`config.mk`:
```
export PLATFORM = sky130hd
export DESIGN_NAME = vga_timing_gen
export DESIGN_NICKNAME = d
export VERILOG_FILES = /design/src/rtl/vga_timing_gen.sv
export SDC_FILE = /design/constraint.sdc
export NUM_CORES = 1
export LEC_CHECK = 0
export CORE_UTILIZATION = 47
export CTS_CLUSTER_DIAMETER = 40
export DETAILED_ROUTE_END_ITERATION = 16
export GPL_ROUTABILITY_DRIVEN = 0
export GPL_TIMING_DRIVEN = 0
export HOLD_SLACK_MARGIN = 0.05
export PLACE_DENSITY = 0.74
export SLEW_MARGIN = 40
export SYNTH_ARGS = -nofsm -noshare
export SYNTH_HDL_FRONTEND = slang
export SYNTH_SLANG_ARGS = --single-unit
```
`constraint.sdc`:
```
create_clock -name i_clk -period 2.23 [get_ports i_clk]
set_input_delay 0.669 -clock i_clk [delete_from_list [all_inputs] [get_ports i_clk]]
set_output_delay 0.669 -clock i_clk [all_outputs]
set_load 0.02 [all_outputs]
```
`src/rtl/vga_timing_gen.sv`:
```
`default_nettype none
// ============================================================================
//  Module      : vga_timing_gen
//  Description : Raster timing generator for the VGA pixel path. Produces
//                the pixel column/line counters, a visible-area flag,
//                horizontal/vertical sync pulses, line/frame start strobes
//                and an 8-bit frame counter. All outputs are registered and
//                decoded from the next-state counters, so every output in a
//                given cycle describes the same (hpos, vpos) position.
//  Revision    : 1.0 - initial release
// ----------------------------------------------------------------------------
//  Ports
//    i_clk          in   1   pixel clock
//    i_rst_n        in   1   asynchronous active-low reset
//    o_hpos         out  10  current pixel column, 0..H_TOTAL-1
//    o_vpos         out  10  current line, 0..V_TOTAL-1
//    o_visible      out  1   high inside the active area
//    o_hsync        out  1   horizontal sync, active level HSYNC_POL
//    o_vsync        out  1   vertical sync, active level VSYNC_POL
//    o_line_start   out  1   one-cycle strobe at hpos==0
//    o_frame_start  out  1   one-cycle strobe at hpos==0, vpos==0
//    o_frame_cnt    out  8   frame counter, wraps 255->0
// ============================================================================
module vga_timing_gen #(
    parameter int H_ACTIVE  = 640,
    parameter int H_FRONT   = 16,
    parameter int H_SYNC    = 96,
    parameter int H_BACK    = 48,
    parameter int V_ACTIVE  = 480,
    parameter int V_FRONT   = 10,
    parameter int V_SYNC    = 2,
    parameter int V_BACK    = 33,
    parameter int HSYNC_POL = 0,
    parameter int VSYNC_POL = 0
) (
    input  logic       i_clk,
    input  logic       i_rst_n,
    output logic [9:0] o_hpos,
    output logic [9:0] o_vpos,
    output logic       o_visible,
    output logic       o_hsync,
    output logic       o_vsync,
    output logic       o_line_start,
    output logic       o_frame_start,
    output logic [7:0] o_frame_cnt
);

    localparam int c_H_TOTAL = H_ACTIVE + H_FRONT + H_SYNC + H_BACK;
    localparam int c_V_TOTAL = V_ACTIVE + V_FRONT + V_SYNC + V_BACK;

    localparam logic [9:0] c_H_LAST = 10'(c_H_TOTAL - 1);
    localparam logic [9:0] c_V_LAST = 10'(c_V_TOTAL - 1);

    // Decode bounds are held at 11 bits so an end bound of exactly 1024
    // does not alias to zero.
    localparam logic [10:0] c_H_VIS_END  = 11'(H_ACTIVE);
    localparam logic [10:0] c_V_VIS_END  = 11'(V_ACTIVE);
    localparam logic [10:0] c_HS_START   = 11'(H_ACTIVE + H_FRONT);
    localparam logic [10:0] c_HS_END     = 11'(H_ACTIVE + H_FRONT + H_SYNC);
    localparam logic [10:0] c_VS_START   = 11'(V_ACTIVE + V_FRONT);
    localparam logic [10:0] c_VS_END     = 11'(V_ACTIVE + V_FRONT + V_SYNC);

    localparam logic c_HS_ACT = 1'(HSYNC_POL);
    localparam logic c_VS_ACT = 1'(VSYNC_POL);

    // 10-bit counters cannot represent totals above 1024.
    generate
        if (c_H_TOTAL > 1024 || c_V_TOTAL > 1024) begin : g_size_check
            $error("vga_timing_gen: H_TOTAL and V_TOTAL must not exceed 1024");
        end
    endgenerate

    // ------------------------------------------------------------------
    // State
    // ------------------------------------------------------------------
    logic       run_q,         run_d;
    logic [9:0] hpos_q,        hpos_d;
    logic [9:0] vpos_q,        vpos_d;
    logic [7:0] frame_cnt_q,   frame_cnt_d;
    logic       visible_q,     visible_d;
    logic       hsync_q,       hsync_d;
    logic       vsync_q,       vsync_d;
    logic       line_start_q,  line_start_d;
    logic       frame_start_q, frame_start_d;

    // ------------------------------------------------------------------
    // Next-state counters. The first edge after reset only arms the run
    // flag and presents (0,0); counting begins on the following edge.
    // ------------------------------------------------------------------
    always_comb begin
        run_d       = 1'b1;
        hpos_d      = hpos_q;
        vpos_d      = vpos_q;
        frame_cnt_d = frame_cnt_q;
        if (!run_q) begin
            hpos_d = 10'd0;
            vpos_d = 10'd0;
        end else if (hpos_q == c_H_LAST) begin
            hpos_d = 10'd0;
            if (vpos_q == c_V_LAST) begin
                vpos_d      = 10'd0;
                frame_cnt_d = frame_cnt_q + 8'd1;
            end else begin
                vpos_d = vpos_q + 10'd1;
            end
        end else begin
            hpos_d = hpos_q + 10'd1;
        end
    end

    // ------------------------------------------------------------------
    // Output decode from the next-state position, so the registered
    // flags line up with the registered counters.
    // ------------------------------------------------------------------
    always_comb begin
        visible_d     = ({1'b0, hpos_d} < c_H_VIS_END) &&
                        ({1'b0, vpos_d} < c_V_VIS_END);
        hsync_d       = (({1'b0, hpos_d} >= c_HS_START) &&
                         ({1'b0, hpos_d} <  c_HS_END)) ? c_HS_ACT : ~c_HS_ACT;
        vsync_d       = (({1'b0, vpos_d} >= c_VS_START) &&
                         ({1'b0, vpos_d} <  c_VS_END)) ? c_VS_ACT : ~c_VS_ACT;
        // hpos_d is zero only at startup or on a line wrap.
        line_start_d  = (hpos_d == 10'd0);
        frame_start_d = (hpos_d == 10'd0) && (vpos_d == 10'd0);
    end

    always_ff @(posedge i_clk or negedge i_rst_n) begin
        if (!i_rst_n) begin
            run_q         <= 1'b0;
            hpos_q        <= 10'd0;
            vpos_q        <= 10'd0;
            frame_cnt_q   <= 8'd0;
            visible_q     <= 1'b0;
            hsync_q       <= ~c_HS_ACT;
            vsync_q       <= ~c_VS_ACT;
            line_start_q  <= 1'b0;
            frame_start_q <= 1'b0;
        end else begin
            run_q         <= run_d;
            hpos_q        <= hpos_d;
            vpos_q        <= vpos_d;
            frame_cnt_q   <= frame_cnt_d;
            visible_q     <= visible_d;
            hsync_q       <= hsync_d;
            vsync_q       <= vsync_d;
            line_start_q  <= line_start_d;
            frame_start_q <= frame_start_d;
        end
    end

    assign o_hpos        = hpos_q;
    assign o_vpos        = vpos_q;
    assign o_frame_cnt   = frame_cnt_q;
    assign o_visible     = visible_q;
    assign o_hsync       = hsync_q;
    assign o_vsync       = vsync_q;
    assign o_line_start  = line_start_q;
    assign o_frame_start = frame_start_q;

endmodule
`default_nettype wire
```
==> implementation parameters <==
Parameter                              Value

Drt
  DR iter-0 viols ... 106
  Remaining antenna violation count ... 0
  Final routed wirelength across all metal layers ... 4540 microns
  Pre-antenna DRT Iters ... 4
  Routed WL per cell ... 15.6 microns
  DRC violations left ... 0
  Via-per-instance ratio ... 5.69
  Total number of vias ... 1656

Synthesis
  Distinct cell type count after synthesis ... 55
  Cell area after synthesis ... 0.00188 sq mm
  Dominant synthesized flop cell ... dfrtp_1
  Register bit count reported by yosys ... 34
  Syn Nets ... 193
  Post-synthesis instance total ... 187
  Post-synthesis async set-or-reset flop share ... 1.00
  Most area-hungry cell type in the Yosys netlist ... dfrtp_1
  Synthesized area per cell ... 10.1 sq um
  Total number of yosys warnings ... 0
  Number of flops mapped to enable cells by yosys ... 0
  Post-synth top area share ... 0.426
  Top cells by area, synth ... dfrtp_1 43%, xnor2_1 7.4%, nor2_1 3.6%
  Seq/Total Area, Yosys ... 0.453

Power
  Logic gate share of total power ... 0.074
  Power share of the sequential group ... 0.503
  Net switching power ... 280 uW
  P per Cell Area ... 481 mW/mm^2
  Static Leakage ... 0.00110 uW
  Total internal power ... 980 uW
  VDD IR max ... 0.355 mV
  Clock network power share ... 0.423
  Total power of the final layout ... 1260 uW
  Fraction of power spent switching nets ... 0.222

Worst setup path
  Worst R2R Setup Slack ... 0.05 ns
  Type of the setup path with the least slack ... reg -> out
  Worst Path Required ... 1.56 ns
  Cell type with the highest occurrence count on the critical path ... buf_4
  Reg2reg path depth ... 9
  Cell-by-cell listing of the critical path ... buf_4, buf_4, clkdlybuf4s50_1
  Crit Reg-Reg Endpoint ... o_vsync
  Setup crit start kind ... register
  Crit Reg-Reg Startpoint ... o_hpos[1]
  Critical path peak fanout ... 5
  Worst EP arrival ... 1.51 ns
  Category of the worst setup path capture point ... output pin
  CP max stage cell ... clkdlybuf4s50_1
  Stage delay of the slowest cell on the critical path ... 0.53 ns

Clock tree
  Root cell of the clock tree ... clkbuf_8
  H-Tree Depth ... 2
  Clock latency reported for the late side of the worst-skew pair ... 0.28 ns
  Max Root-Sink Buffers ... 2
  TritonCTS Buffers ... 5
  Clock transition at the registers of the reported paths ... 0.07 ns
  Clock tree from TritonCTS ... yes
  Clock Sink Count ... 34

Finish
  Fillers ... 288
  Post-layout util ... 0.700
  Total inserted antenna cells ... 0
  Fraction of layout cells with a size suffix above 1 ... 0.243
  Area of the multi-input gates ... 0.00102 sq mm
  Area overhead of the layout relative to synthesis ... 39.2%
  Reg area ... 860 sq um
  Nets@finish ... 248

Timing
  Clock period minus worst slack ... 2.18 ns
  Setup repair after global routing missed its margin ... yes
  Final number of max-transition violations ... 0
  Count of final setup violators ... 0
  Peak clock frequency supported by timing ... 458 MHz
  Clock skew ... 0.00816 ns
  Crit share post-route ... 0.978
  Final-report hold violation count ... 0

Floorplan
  Die Ht ... 65.3 microns
  Cell Rows ... 22
  Core Region ... 0.00374 sq mm
  Die Footprint ... 0.00426 sq mm
  Die X-Extent ... 65.3 microns
  Total I/O pin count ... 35
  Initial Utilization ... 0.503

Worst hold path
  Hold Crit Class ... in -> async

Place
  HPWL reported at the end of detailed placement ... 3070 microns
  Input/output buffers ... 34

Global route
  Wire length of the first global-routing pass ... 7360 microns
  Via count of the first global-routing pass ... 1564
  Antenna violations before repair ... 0
  Overall track demand over capacity in global routing ... 0.225
  Pin count of the biggest net entering global routing ... 21
  Congestion Overflow GR ... 0

Outcome
  Outcome ... finished clean

Job
  Maximum capacitance violations ... 0
what timing repair did:
action | in CTS | in global routing
setup buffers | 7 | 10
endpoints found under the setup margin | 9 | 8
gates resized for setup | 11 | 12
hold buffers | 0 | 0
pin swaps | 6 | 9
final cells by class:
| cell class | instances | share of cell area |
|---|---|---|
| Buffer | 7 | 0.0191 |
| Clock buffer | 8 | 0.0420 |
| Inverter | 9 | 0.0129 |
| Multi-Input combinational cell | 133 | 0.388 |
| Sequential cell | 34 | 0.328 |
| Tap cell | 48 | 0.0229 |
| Timing Repair Buffer | 52 | 0.187 |
flip-flops by register name, indices dropped and copies added, names as in the netlist:
name and count:
o_frame_cnt 8, o_frame_start 1, o_hpos 10, o_hsync 1, o_line_start 1, o_visible 1
o_vpos 10, o_vsync 1, run_q 1
power groups by stage:
| stage | Clock (uW) | Combinational, uW | Sequential (uW) |
|---|---|---|---|
| after CTS | 545 | 88.1 | 632 |
| after global routing | 571 | 102 | 635 |
| after detailed placement | 0 | 77.9 | 647 |
| after global placement | 0 | 71.0 | 646 |
| after floorplan | 0 | 25.5 | 655 |
| final | 533 | 92.9 | 634 |
worst max path at each step:
stage | start | end | slack [ns] | depth (start not counted)
6_report | o_hpos[0] | o_hpos[0] | 0.05 | 3
5_1_grt | o_hpos[1] | o_vsync | -0.02 | 9
4_1_cts | o_vpos[5] | o_frame_cnt[6] | -0.004 | 7
3_5_place_dp | o_hpos[0] | o_vsync | -0.21 | 9
3_3_place_gp | i_rst_n | o_hpos[0] | -0.30 | 1
2_1_floorplan | o_vpos[5] | o_frame_cnt[6] | -0.08 | 7
critical path: cells and delay by family (launching register included):
kind	cells	cell delay (ns)
buf+inv	3	0.80
flops	1	0.43
routing by layer:
metal  vias up  share of wire  track usage
met1       819           0.44        0.303
met4         0          0.017       0.0679
met5         -              0            0
li1        773              -            -
met3        11          0.045       0.0365
met2        53           0.50        0.371
cells by family after synthesis:
| group | after synthesis | share of synthesized area |
|---|---|---|
| AO/OA/AOI/OAI | 23 | 0.101 |
| XOR/XNOR | 23 | 0.107 |
| adder cells (fa/ha/maj) | 4 | 0.0266 |
| buffers and inverters | 20 | 0.0459 |
| flip-flops | 34 | 0.453 |
| multiplexers | 1 | 0.00598 |
| other | 1 | 0.00199 |
| AND/OR/NAND/NOR | 81 | 0.258 |
cells in the mapped netlist (all sizes together) (2+ instances only):
cell,number
o211a,2
nand2,16
or4,2
o21a,2
ha,4
xor2,7
dfrtp,32
nor4,2
nand4,10
nor3,6
nand3,5
or3,2
and4,2
clkbuf,6
a211oi,2
o21ai,3
buf,5
nor4b,3
a21oi,2
dfstp,2
nor2,20
xnor2,16
and3,6
inv,9
per-stage QoR:
| step | cell area [sq um] | instances | worst slack, ns | TNS, ns | hold slack, ns |
|---|---|---|---|---|---|
| 6_report | 2620 | 291 | 0.0480 | 0 | 0.299 |
| 5_1_grt | 2620 | 291 | -0.0177 | -0.0229 | 0.326 |
| 4_1_cts | 2500 | 283 | -0.00441 | -0.00812 | 0.306 |
| 3_5_place_dp | 2310 | 270 | -0.210 | -1.13 | 0.486 |
| 3_3_place_gp | 2290 | 269 | -0.299 | -6.84 | 0.458 |
| 2_1_floorplan | 1890 | 187 | -0.0827 | -0.190 | 0.373 |
layout by cell type (no fill, tap or decap), types with 2 or more instances in the layout:
cell type         n
nand3_1           4
o21ai_0           2
nor3_1            4
xor2_1            7
o211a_1           2
clkbuf_8          8
nor2_2            3
nand2_1          16
buf_2             2
o21a_1            2
xnor2_1          16
clkdlybuf4s50_1  33
nor2_1           17
and3_4            2
ha_1              3
nor3_2            2
dfrtp_2           5
buf_4            18
dfstp_2           2
or3_4             2
and3_1            4
dfrtp_1          27
clkbuf_1          2
inv_1             9
nand4_1           9
Power figures use the tool's default switching activity.
